[src/rtl/if_id_if.sv]
// IF/ID pipeline-register bus: fetch inputs, ID/EX hazard feedback and decode-side outputs.
// Statistics ports exist only when IF_ID_HAZARD_STATS_EN is defined.
interface if_id_if;
  logic [31:0] pcPlus4In;
  logic [31:0] instrIn;
  logic        flush;
  logic        idExMemread;
  logic [4:0]  idExIns20_16;
  logic [31:0] pcPlus4;
  logic [31:0] instr;
  logic        valid;
  logic        pcWrite;
  logic        bubble;
`ifdef IF_ID_HAZARD_STATS_EN
  logic [31:0] stallCount;
  logic [31:0] flushCount;
`endif

  modport master (
    output pcPlus4In, instrIn, flush, idExMemread, idExIns20_16,
`ifdef IF_ID_HAZARD_STATS_EN
    input  stallCount, flushCount,
`endif
    input  pcPlus4, instr, valid, pcWrite, bubble
  );

  modport slave (
    input  pcPlus4In, instrIn, flush, idExMemread, idExIns20_16,
`ifdef IF_ID_HAZARD_STATS_EN
    output stallCount, flushCount,
`endif
    output pcPlus4, instr, valid, pcWrite, bubble
  );
endinterface

[src/rtl/if_id_stage.sv]
// IF/ID pipeline register with one-cycle load-use stall and flush squash.
// Define IF_ID_HAZARD_STATS_EN to add the stallCount/flushCount statistics outputs.
module if_id_stage (
  input logic    clk,
  input logic    startin,
  if_id_if.slave bus
);

  typedef enum logic [0:0] {StRun, StHold} state_e;

  state_e      state_q;
  logic [31:0] pc_plus4_q;
  logic [31:0] instr_q;
  logic        valid_q;

  logic [4:0]  rs;
  logic [4:0]  rt;
  logic        src_match;
  logic        hz;
  logic        stall;

  always_comb begin
    rs        = instr_q[25:21];
    rt        = instr_q[20:16];
    src_match = (bus.idExIns20_16 == rs) || (bus.idExIns20_16 == rt);
    // HOLD masks the hazard so a persistent load-use condition costs only one bubble.
    hz        = (state_q == StRun) && valid_q && bus.idExMemread &&
                (bus.idExIns20_16 != 5'd0) && src_match;
    stall     = hz && !bus.flush && !startin;
  end

  assign bus.pcWrite = !startin && !stall;
  assign bus.bubble  = stall;
  assign bus.pcPlus4 = pc_plus4_q;
  assign bus.instr   = instr_q;
  assign bus.valid   = valid_q;

  always_ff @(posedge clk) begin
    if (startin) begin
      state_q    <= StRun;
      pc_plus4_q <= 32'd0;
      instr_q    <= 32'd0;
      valid_q    <= 1'b0;
    end else if (bus.flush) begin
      state_q    <= StRun;
      pc_plus4_q <= 32'd0;
      instr_q    <= 32'd0;
      valid_q    <= 1'b0;
    end else if (stall) begin
      state_q    <= StHold;
    end else begin
      state_q    <= StRun;
      pc_plus4_q <= bus.pcPlus4In;
      instr_q    <= bus.instrIn;
      valid_q    <= 1'b1;
    end
  end

`ifdef IF_ID_HAZARD_STATS_EN
  logic [31:0] stall_count_q;
  logic [31:0] flush_count_q;

  always_ff @(posedge clk) begin
    if (startin) begin
      stall_count_q <= 32'd0;
      flush_count_q <= 32'd0;
    end else begin
      if (stall) begin
        stall_count_q <= stall_count_q + 32'd1;
      end
      if (bus.flush) begin
        flush_count_q <= flush_count_q + 32'd1;
      end
    end
  end

  assign bus.stallCount = stall_count_q;
  assign bus.flushCount = flush_count_q;
`endif

endmodule

[src/flat_wrapper.sv]
// flat-port wrapper written by rule: the top's interface ports become plain ports
module if_id_stage_flat 
  (clk, startin, bus_pcPlus4In, bus_instrIn, bus_flush, bus_idExMemread, bus_idExIns20_16, bus_pcPlus4, bus_instr, bus_valid, bus_pcWrite, bus_bubble);
  if_id_if bus_i ();
  input logic clk;
  input logic startin;
  input wire logic [$bits(bus_i.pcPlus4In)-1:0] bus_pcPlus4In;
  input wire logic [$bits(bus_i.instrIn)-1:0] bus_instrIn;
  input wire logic [$bits(bus_i.flush)-1:0] bus_flush;
  input wire logic [$bits(bus_i.idExMemread)-1:0] bus_idExMemread;
  input wire logic [$bits(bus_i.idExIns20_16)-1:0] bus_idExIns20_16;
  output wire logic [$bits(bus_i.pcPlus4)-1:0] bus_pcPlus4;
  output wire logic [$bits(bus_i.instr)-1:0] bus_instr;
  output wire logic [$bits(bus_i.valid)-1:0] bus_valid;
  output wire logic [$bits(bus_i.pcWrite)-1:0] bus_pcWrite;
  output wire logic [$bits(bus_i.bubble)-1:0] bus_bubble;
  assign bus_i.pcPlus4In = bus_pcPlus4In;
  assign bus_i.instrIn = bus_instrIn;
  assign bus_i.flush = bus_flush;
  assign bus_i.idExMemread = bus_idExMemread;
  assign bus_i.idExIns20_16 = bus_idExIns20_16;
  assign bus_pcPlus4 = bus_i.pcPlus4;
  assign bus_instr = bus_i.instr;
  assign bus_valid = bus_i.valid;
  assign bus_pcWrite = bus_i.pcWrite;
  assign bus_bubble = bus_i.bubble;
  if_id_stage u_core (.clk(clk), .startin(startin), .bus(bus_i));
endmodule
[config.mk]
export PLATFORM = sky130hd
export DESIGN_NAME = if_id_stage_flat
export DESIGN_NICKNAME = d
export VERILOG_FILES = /design/src/rtl/if_id_if.sv /design/src/rtl/if_id_stage.sv /design/src/flat_wrapper.sv
export SDC_FILE = /design/constraint.sdc
export NUM_CORES = 1
export LEC_CHECK = 0
export BUFFER_PORTS_ARGS = -buffer_cell sky130_fd_sc_hd__buf_2
export CAP_MARGIN = 20
export CORE_AREA = 2 2 82 84
export CTS_CLUSTER_SIZE = 30
export DETAILED_ROUTE_END_ITERATION = 10
export DIE_AREA = 0 0 84 86
export GPL_TIMING_DRIVEN = 0
export PLACE_DENSITY = 0.91
export SLEW_MARGIN = 5
export SYNTH_ARGS = -nofsm -noshare
export SYNTH_HDL_FRONTEND = slang
export SYNTH_SLANG_ARGS = --single-unit
[constraint.sdc]
create_clock -name clk -period 2 [get_ports clk]
set_clock_uncertainty 0.05 [all_clocks]
set_input_delay 0 -clock clk [delete_from_list [all_inputs] [get_ports clk]]
set_output_delay 0 -clock clk [all_outputs]
set_load 0.03 [all_outputs]
Word-level counts from Yosys, hierarchy flattened
Cells that the tools add are included.

cells by class
  bitwise logic cells = 1
  eq/ne operators = 2
  muxes and demuxes = 1
  reduce and logical (&&, ||, !) cells = 13

operator list
  cell                 number
  equality test 5 bit  2
  logical AND 1 bit    7
  nonzero test 5 bit   1
  zero test 1 bit      3
  OR reduction 2 bit   1
  logical OR 1 bit     1
  two-way mux 1 bit    1
  inverter 1 bit       1

storage, ports and cells
  word-level logic and storage cells = 21
  output and inout bits = 67
  flip-flop bits (word level) = 66

Longest topological paths before layout
Gate-level depths: netlist (run 1).

  depth after elaboration = 9
  gate-level depth with buffers = 7
  depth with buffers taken out = 5

Least setup slack after synthesis (run 1)
Ideal clock, no wire load.

  path kind = flip-flop to output port
  from = reg u_core.instr_q[25], in the netlist u_core.bus.instr[25]
  to = out bus_bubble
  path buffers = 2
  cell stages (with the launch flop) = 7
  arrival time = 2.003 ns
  slack = -0.053 ns
  cell sequence = dfxtp_1 > xnor2_1 > nand3_1 > o22a_1 > buf_2 > buf_2 > nor3_1

on the way
  word-level cells in the longest chain between the ends = 5

ends and longest elaborated chain
  item                             line                RTL
  start: declaration               if_id_stage.sv:13   logic [31:0] instr_q;
  start signal: assignment         if_id_stage.sv:54   instr_q <= bus.instrIn;
  equality test 5 bit              if_id_stage.sv:25   src_match = (bus.idExIns20_16 == rs) || (bus.idExIns20_16 == rt);
  logical OR 1 bit                 if_id_stage.sv:25
  logical AND 1 bit                if_id_stage.sv:28   (bus.idExIns20_16 != 5'd0) && src_match;
  logical AND 1 bit (2 in series)  if_id_stage.sv:29   stall = hz && !bus.flush && !startin;
  end: declaration                 flat_wrapper.sv:16  output wire logic [$bits(bus_i.bubble)-1:0] bus_bubble;

No other way between the ends.

Final worst setup path (run 1)
  from = reg u_core.valid_q, in the netlist u_core.bus.valid
  to = out bus_pcWrite

on the way
  word-level cells in the longest chain between the ends = 8

ends and longest elaborated chain
  item                             line                RTL
  start: declaration               if_id_stage.sv:14   logic valid_q;
  start signal: assignment         if_id_stage.sv:43   valid_q <= 1'b0;
  start signal: assignment         if_id_stage.sv:48   valid_q <= 1'b0;
  start signal: assignment         if_id_stage.sv:55   valid_q <= 1'b1;
  logical AND 1 bit (3 in series)  if_id_stage.sv:27   hz = (state_q == StRun) && valid_q && bus.idExMemread &&
  logical AND 1 bit                if_id_stage.sv:28
  logical AND 1 bit (2 in series)  if_id_stage.sv:29
  zero test 1 bit                  if_id_stage.sv:32   assign bus.pcWrite = !startin && !stall;
  logical AND 1 bit                if_id_stage.sv:32
  end: declaration                 flat_wrapper.sv:15  output wire logic [$bits(bus_i.pcWrite)-1:0] bus_pcWrite;

No other way between the ends.

==> results_dict.tcl, run 1 <==
set metrics [dict create \
    num_antenna_cells 0 \
    crit_chain "nand2_1, nor3_1, o21a_1, clkbuf_4, buf_6, a21oi_2, buf_2" \
    rows 29 \
    drive_above_1_share 0.334 \
    setup_viol_count_final 0 \
    post_drt_wl_per_cell_um 15.0 \
    die-width_um 84 \
    rr_worst_depth 7 \
    drt_iter0_drc 79 \
    critPathKind "reg -> out" \
    cts_tree "built" \
    power_leakage_nw 1.92 \
    r2r_end "u_core.bus.pcPlus4[30]$_SDFFE_PP0N_" \
    boundaryPins 140 \
    drtAntennaViolNets 0 \
    crit_path_start_kind "register" \
    required_ns 1.95 \
    core_mm2 0.00628 \
    hold_path_depth 4 \
    layout_common_cells "buf_2, nand3_1, dfxtp_1" \
    worstSetupStartpoint "u_core.bus.valid$_SDFFE_PP0N_" \
    hold_path_end "u_core.bus.instr[29]$_SDFFE_PP0N_" \
    cts_max_path_buffers 2 \
    worstPathBufferInverterCount 3 \
    cts_buffers 9 \
    regToRegSetupSlack_ns 0.18 \
    grt_max_degree 11 \
    path_max_fanout 10 \
    die_h_um 86 \
    dr.pass1.iters 4 \
    p_clk_frac 0.382 \
    max_freq_ghz 0.530 \
    seqPwrFrac 0.442 \
    syn_to_final_growth_pct 58.5 \
    setup_tns_ns 0 \
    cts_sinks 66 \
    post_drt_via_cell_ratio 5.30 \
    p_comb_frac 0.176 \
    synthArstFlopShare 0 \
    globalRouteTotalUtil 0.255 \
    yosys_warnings 0 \
    final-max-slew-violation-count 0 \
    synth_top_flop_cell "dfxtp_1" \
    finalCritPeriodShare 0.943 \
    path_clk_slew_ns 0.07 \
    final_common_cell "buf_2" \
    max_stage_delay_ns 0.35 \
    yosysUniqueCellTypes 20 \
    ys_seq_area_frac 0.464 \
    r2r_start "u_core.bus.instr[25]$_SDFFE_PP0N_" \
    p_sw_uw 826 \
    worstPathArrival_ns 1.84 \
    vias 3247 \
    initial_core_util 0.453 \
    grt_pass1_vias 3206 \
    cts_root_buffer "clkbuf_8" \
    synth.avg_cell_area_um2 8.95 \
    cp_top_family "buffers and inverters" \
    drc 0 \
    grt_pass1_wl_mm 14.8 \
    cts_setup_buffers 0 \
    p_total_mw 3.16 \
    slew_headroom 0.688 \
    ys_ff_latch 66 \
    gp_congestion 0.808 \
    p_sw_frac 0.261 \
    syn-num-nets 391 \
    fin_crit_ns 1.89 \
    holdCritPathClass "in -> reg" \
    intPower_mw 2.34 \
    cap_violations 0 \
    antenna_found_initial 0 \
    grt.overflow.total 0 \
    nNetsFinal 604 \
    status "finished, final reports clean" \
    power_density_mw_per_mm2 702 \
    crit_path_end_kind "output port" \
    clk_latency_ns 0.34 \
    routed_wl_mm 9.22 \
    cpMaxStageDelayCell "dfxtp_1" \
    htreeDepth 3 \
    hold_viol 0 \
    synth_edf_count 0 \
    worstHoldStart "bus_flush" \
    port_buffers 139 \
    worst_pin_slew_ns 0.467 \
    syn_area_mm2 0.00285 \
    rsz0062_at_grt "no" \
    ir_drop_uv 615 \
    dp_hpwl_mm 5.75 \
    die_area_mm2 0.00722 \
    synthCells 318 \
]
Yosys cell counts, types with 3 or more instances:
cell type	count	area (µm²)
o21ai_0	24	120
nand2_1	3	11.3
a21boi_1	51	383
nand3_1	66	330
buf_6	10	113
a21boi_0	13	97.6
buf_2	14	70.1
clkbuf_1	10	37.5
o21ai_1	40	200
dfxtp_1	66	1320
nor3_1	3	15.0
xnor2_1	10	87.6
cell families (layout without fill, tap and decap cells):
family | after synthesis | after routing | synth area share
xor+xnor | 10 | 10 | 0.0308
buf+inv | 35 | 253 | 0.0787
simple gates | 74 | 74 | 0.131
compound gates | 133 | 133 | 0.296
flops | 66 | 66 | 0.464
timing repair:
action	CTS	global route
hold buffers	65	0
resized for setup	3	1
hold endpoints to repair	65	0
endpoints found under the setup margin	2	2
pin swaps	0	1
tightest hold or removal path, stage by stage:
cell      delay (ns)
buf_2           0.09
nor2_1          0.05
clkbuf_1        0.20
a21boi_0        0.17
through the flow:
step | hold slack [ns] | instances | area, µm² | util | worst slack (ns)
after floorplan | 0.00723 | 318 | 2850 | - | 0.200
after global placement | 0.194 | 534 | 3640 | 0.580 | 0.321
after detailed placement | 0.203 | 534 | 3640 | 0.580 | 0.270
after CTS | 0.157 | 615 | 4520 | 0.720 | 0.0103
after global routing | 0.217 | 613 | 4510 | 0.718 | 0.00209
final | 0.171 | 613 | 4510 | 0.718 | 0.113
layer usage:
layer	up-vias	wire (µm)	share of wire	track usage
met1	1546	3730	0.40	0.287
met4	0	186	0.020	0.0953
met3	22	444	0.048	0.0520
met2	115	4870	0.53	0.475
li1	1564	-	-	-
met5	-	0	0	0
worst max-delay path by stage:
stage                                                    to  slack [ns]  depth (start not counted)
after global placement    u_core.bus.instr[13]$_SDFFE_PP0N_        0.32                          7
after detailed placement   u_core.bus.instr[8]$_SDFFE_PP0N_        0.27                          7
after floorplan                                  bus_bubble        0.20                          6
final                                           bus_pcWrite        0.11                          7
after global routing                            bus_pcWrite       0.002                          7
after CTS                                        bus_bubble        0.01                          7
registers in the layout (all words and copies together), names as in the netlist:
register,flops
u_core.state_q,1
u_core.bus.valid,1
u_core.bus.pcPlus4,32
u_core.bus.instr,32
power groups by stage:
stage / Sequential (mW) / Combinational [mW] / Clock [mW]
finish: 1.40 / 0.557 / 1.21
global route: 1.41 / 0.598 / 1.28
CTS: 1.40 / 0.551 / 1.22
detailed placement: 1.43 / 0.451 / 0
global placement: 1.43 / 0.442 / 0
floorplan: 1.53 / 0.173 / 0
layout make-up:
type                       count  area [µm²]
fill                         464        1770
clock inverter                 1        30.0
buffer                        33         221
sequential                    66        1320
multi-input combinational    217        1310
clock buffer                  15         186
tap                           77        96.3
timing repair buffer         204        1350
No activity file was read; power rests on OpenSTA's default activity.
==> inputs of run 2 (changes only) <==
- PLACE_DENSITY: 0.91 -> 0.85
==> results_dict.tcl, run 2 (synthesis results as in run 1) <==
set metrics [dict create \
    cpMaxStageDelayCell "dfxtp_1" \
    cts_tree "built" \
    hold_viol 0 \
    routed_wl_mm 9.71 \
    post_drt_wl_per_cell_um 15.8 \
    p_total_mw 2.97 \
    grtUsageMet1 0.287 \
    cts_root_buffer "clkbuf_8" \
    path_clk_slew_ns 0.07 \
    grt_util_met2 0.497 \
    grtUsageMet3 0.0549 \
    initial_core_util 0.453 \
    layout_common_cells "buf_2, nand3_1, dlygate4sd3_1" \
    nNetsFinal 605 \
    post_drt_via_cell_ratio 5.36 \
    fin_crit_ns 1.95 \
    slew_headroom 0.675 \
    design_area_mm2 0.00450 \
    port_buffers 139 \
    cp_top_family "buffers and inverters" \
    worstPathBufferInverterCount 2 \
    cts_setup_buffers 0 \
    syn_to_final_growth_pct 58.3 \
    cts_buffers 9 \
    required_ns 1.95 \
    num_antenna_cells 0 \
    holdCritPathClass "in -> reg" \
    cts_max_path_buffers 2 \
    core_mm2 0.00628 \
    final_common_cell "buf_2" \
    grt_pass1_wl_mm 15.4 \
    power_density_mw_per_mm2 660 \
    crit_chain "xnor2_1, nand3_1, o22a_1, buf_4, nor3_2, buf_4" \
    max_freq_ghz 0.513 \
    cap_violations 0 \
    regToRegSetupSlack_ns 0.19 \
    worstPathArrival_ns 1.90 \
    cpMostUsedCell "buf_4" \
    grt_pass1_vias 3349 \
    gp_congestion 0.815 \
    finalCritPeriodShare 0.975 \
    drt_iter0_drc 141 \
    vias 3283 \
    clk_latency_ns 0.34 \
    status "finished, final reports clean" \
    dp_hpwl_mm 5.72 \
    worst_pin_slew_ns 0.488 \
    die_area_mm2 0.00722 \
    die-width_um 84 \
    max_stage_delay_ns 0.34 \
    hold-worst-slack_ns 0.158 \
    critPathKind "reg -> out" \
    drive_above_1_share 0.349 \
    boundaryPins 140 \
    drtAntennaViolNets 0 \
    cts_sinks 66 \
    top_usage_layer "met2" \
    dr.pass1.iters 5 \
    antenna_found_initial 0 \
    setup_viol_count_final 0 \
    place_area_mm2 0.00364 \
    power_leakage_nw 1.92 \
    globalRouteTotalUtil 0.266 \
    path_max_fanout 19 \
    crit_path_end_kind "output port" \
    die_h_um 86 \
    grt.overflow.total 0 \
    ir_drop_uv 476 \
    drc 0 \
    crit_path_start_kind "register" \
    grt_max_degree 20 \
    rows 29 \
    htreeDepth 3 \
    final-max-slew-violation-count 0 \
]
==> run 2: cell types whose count changed in the layout (fill, tap and decap cells not counted), sizes merged <==
cell    change
bufinv      -1
clkbuf      -2
clkinv      +3
==> run 2: layout make-up <==
cell class	instances	area, µm²
fill	471	1770
timing repair buffer	204	1350
multi-input combinational	217	1330
sequential	66	1330
buffer	34	233
clock buffer	12	155
tap	77	96.3
clock inverter	3	15.0
==> run 2: path summary, 6_finish.rpt <==
kind | startpoint | endpoint | cells past startpoint
max | u_core.bus.instr[17]$_SDFFE_PP0N_ | bus_bubble | 6
min | bus_flush | u_core.state_q$_SDFF_PP0_ | 5
min reg2reg | u_core.bus.instr[3]$_SDFFE_PP0N_ | u_core.bus.instr[3]$_SDFFE_PP0N_ | 2
max reg2reg | u_core.bus.instr[17]$_SDFFE_PP0N_ | u_core.bus.instr[28]$_SDFFE_PP0N_ | 6
==> run 2: worst register-to-register path: cells and delay by family (launching register included) <==
kind	cells	cell delay, ns
buffers and inverters	1	0.37
AO/OA/AOI/OAI	2	0.43
XOR/XNOR	1	0.21
flip-flops	1	0.34
AND/OR/NAND/NOR	2	0.31
==> run 2: timing repair <==
action                                  4_1_cts  5_1_grt
hold buffers                                 65        0
gates resized for setup                       6        7
endpoints found under the setup margin        2        2
pin swaps                                     1        0
hold endpoints to repair                     65        0
==> run 2: per-stage QoR <==
step                      setup TNS [ns]  worst slack (ns)  std cells  utilization
final                                  0            0.0501        613        0.718
after global routing             -0.0102           -0.0102        613        0.718
after CTS                              0           0.00484        613        0.713
after detailed placement               0             0.268        534        0.580
after global placement                 0             0.323        534        0.580
after floorplan                        0             0.200        318            -
==> run 2: per-layer routing <==
| layer | share of wire | wire length, µm | vias up |
|---|---|---|---|
| met5 | 0 | 0 | - |
| met4 | 0.034 | 326 | 0 |
| met3 | 0.057 | 557 | 33 |
| met2 | 0.52 | 5080 | 143 |
| met1 | 0.39 | 3750 | 1534 |
| li1 | - | - | 1573 |
==> run 2: power breakdown <==
part,internal (mW),switching [mW],total (mW)
combinational,0.262,0.313,0.575
clock,0.505,0.494,0.999
sequential,1.37,0.0316,1.40
total,2.14,0.839,2.97
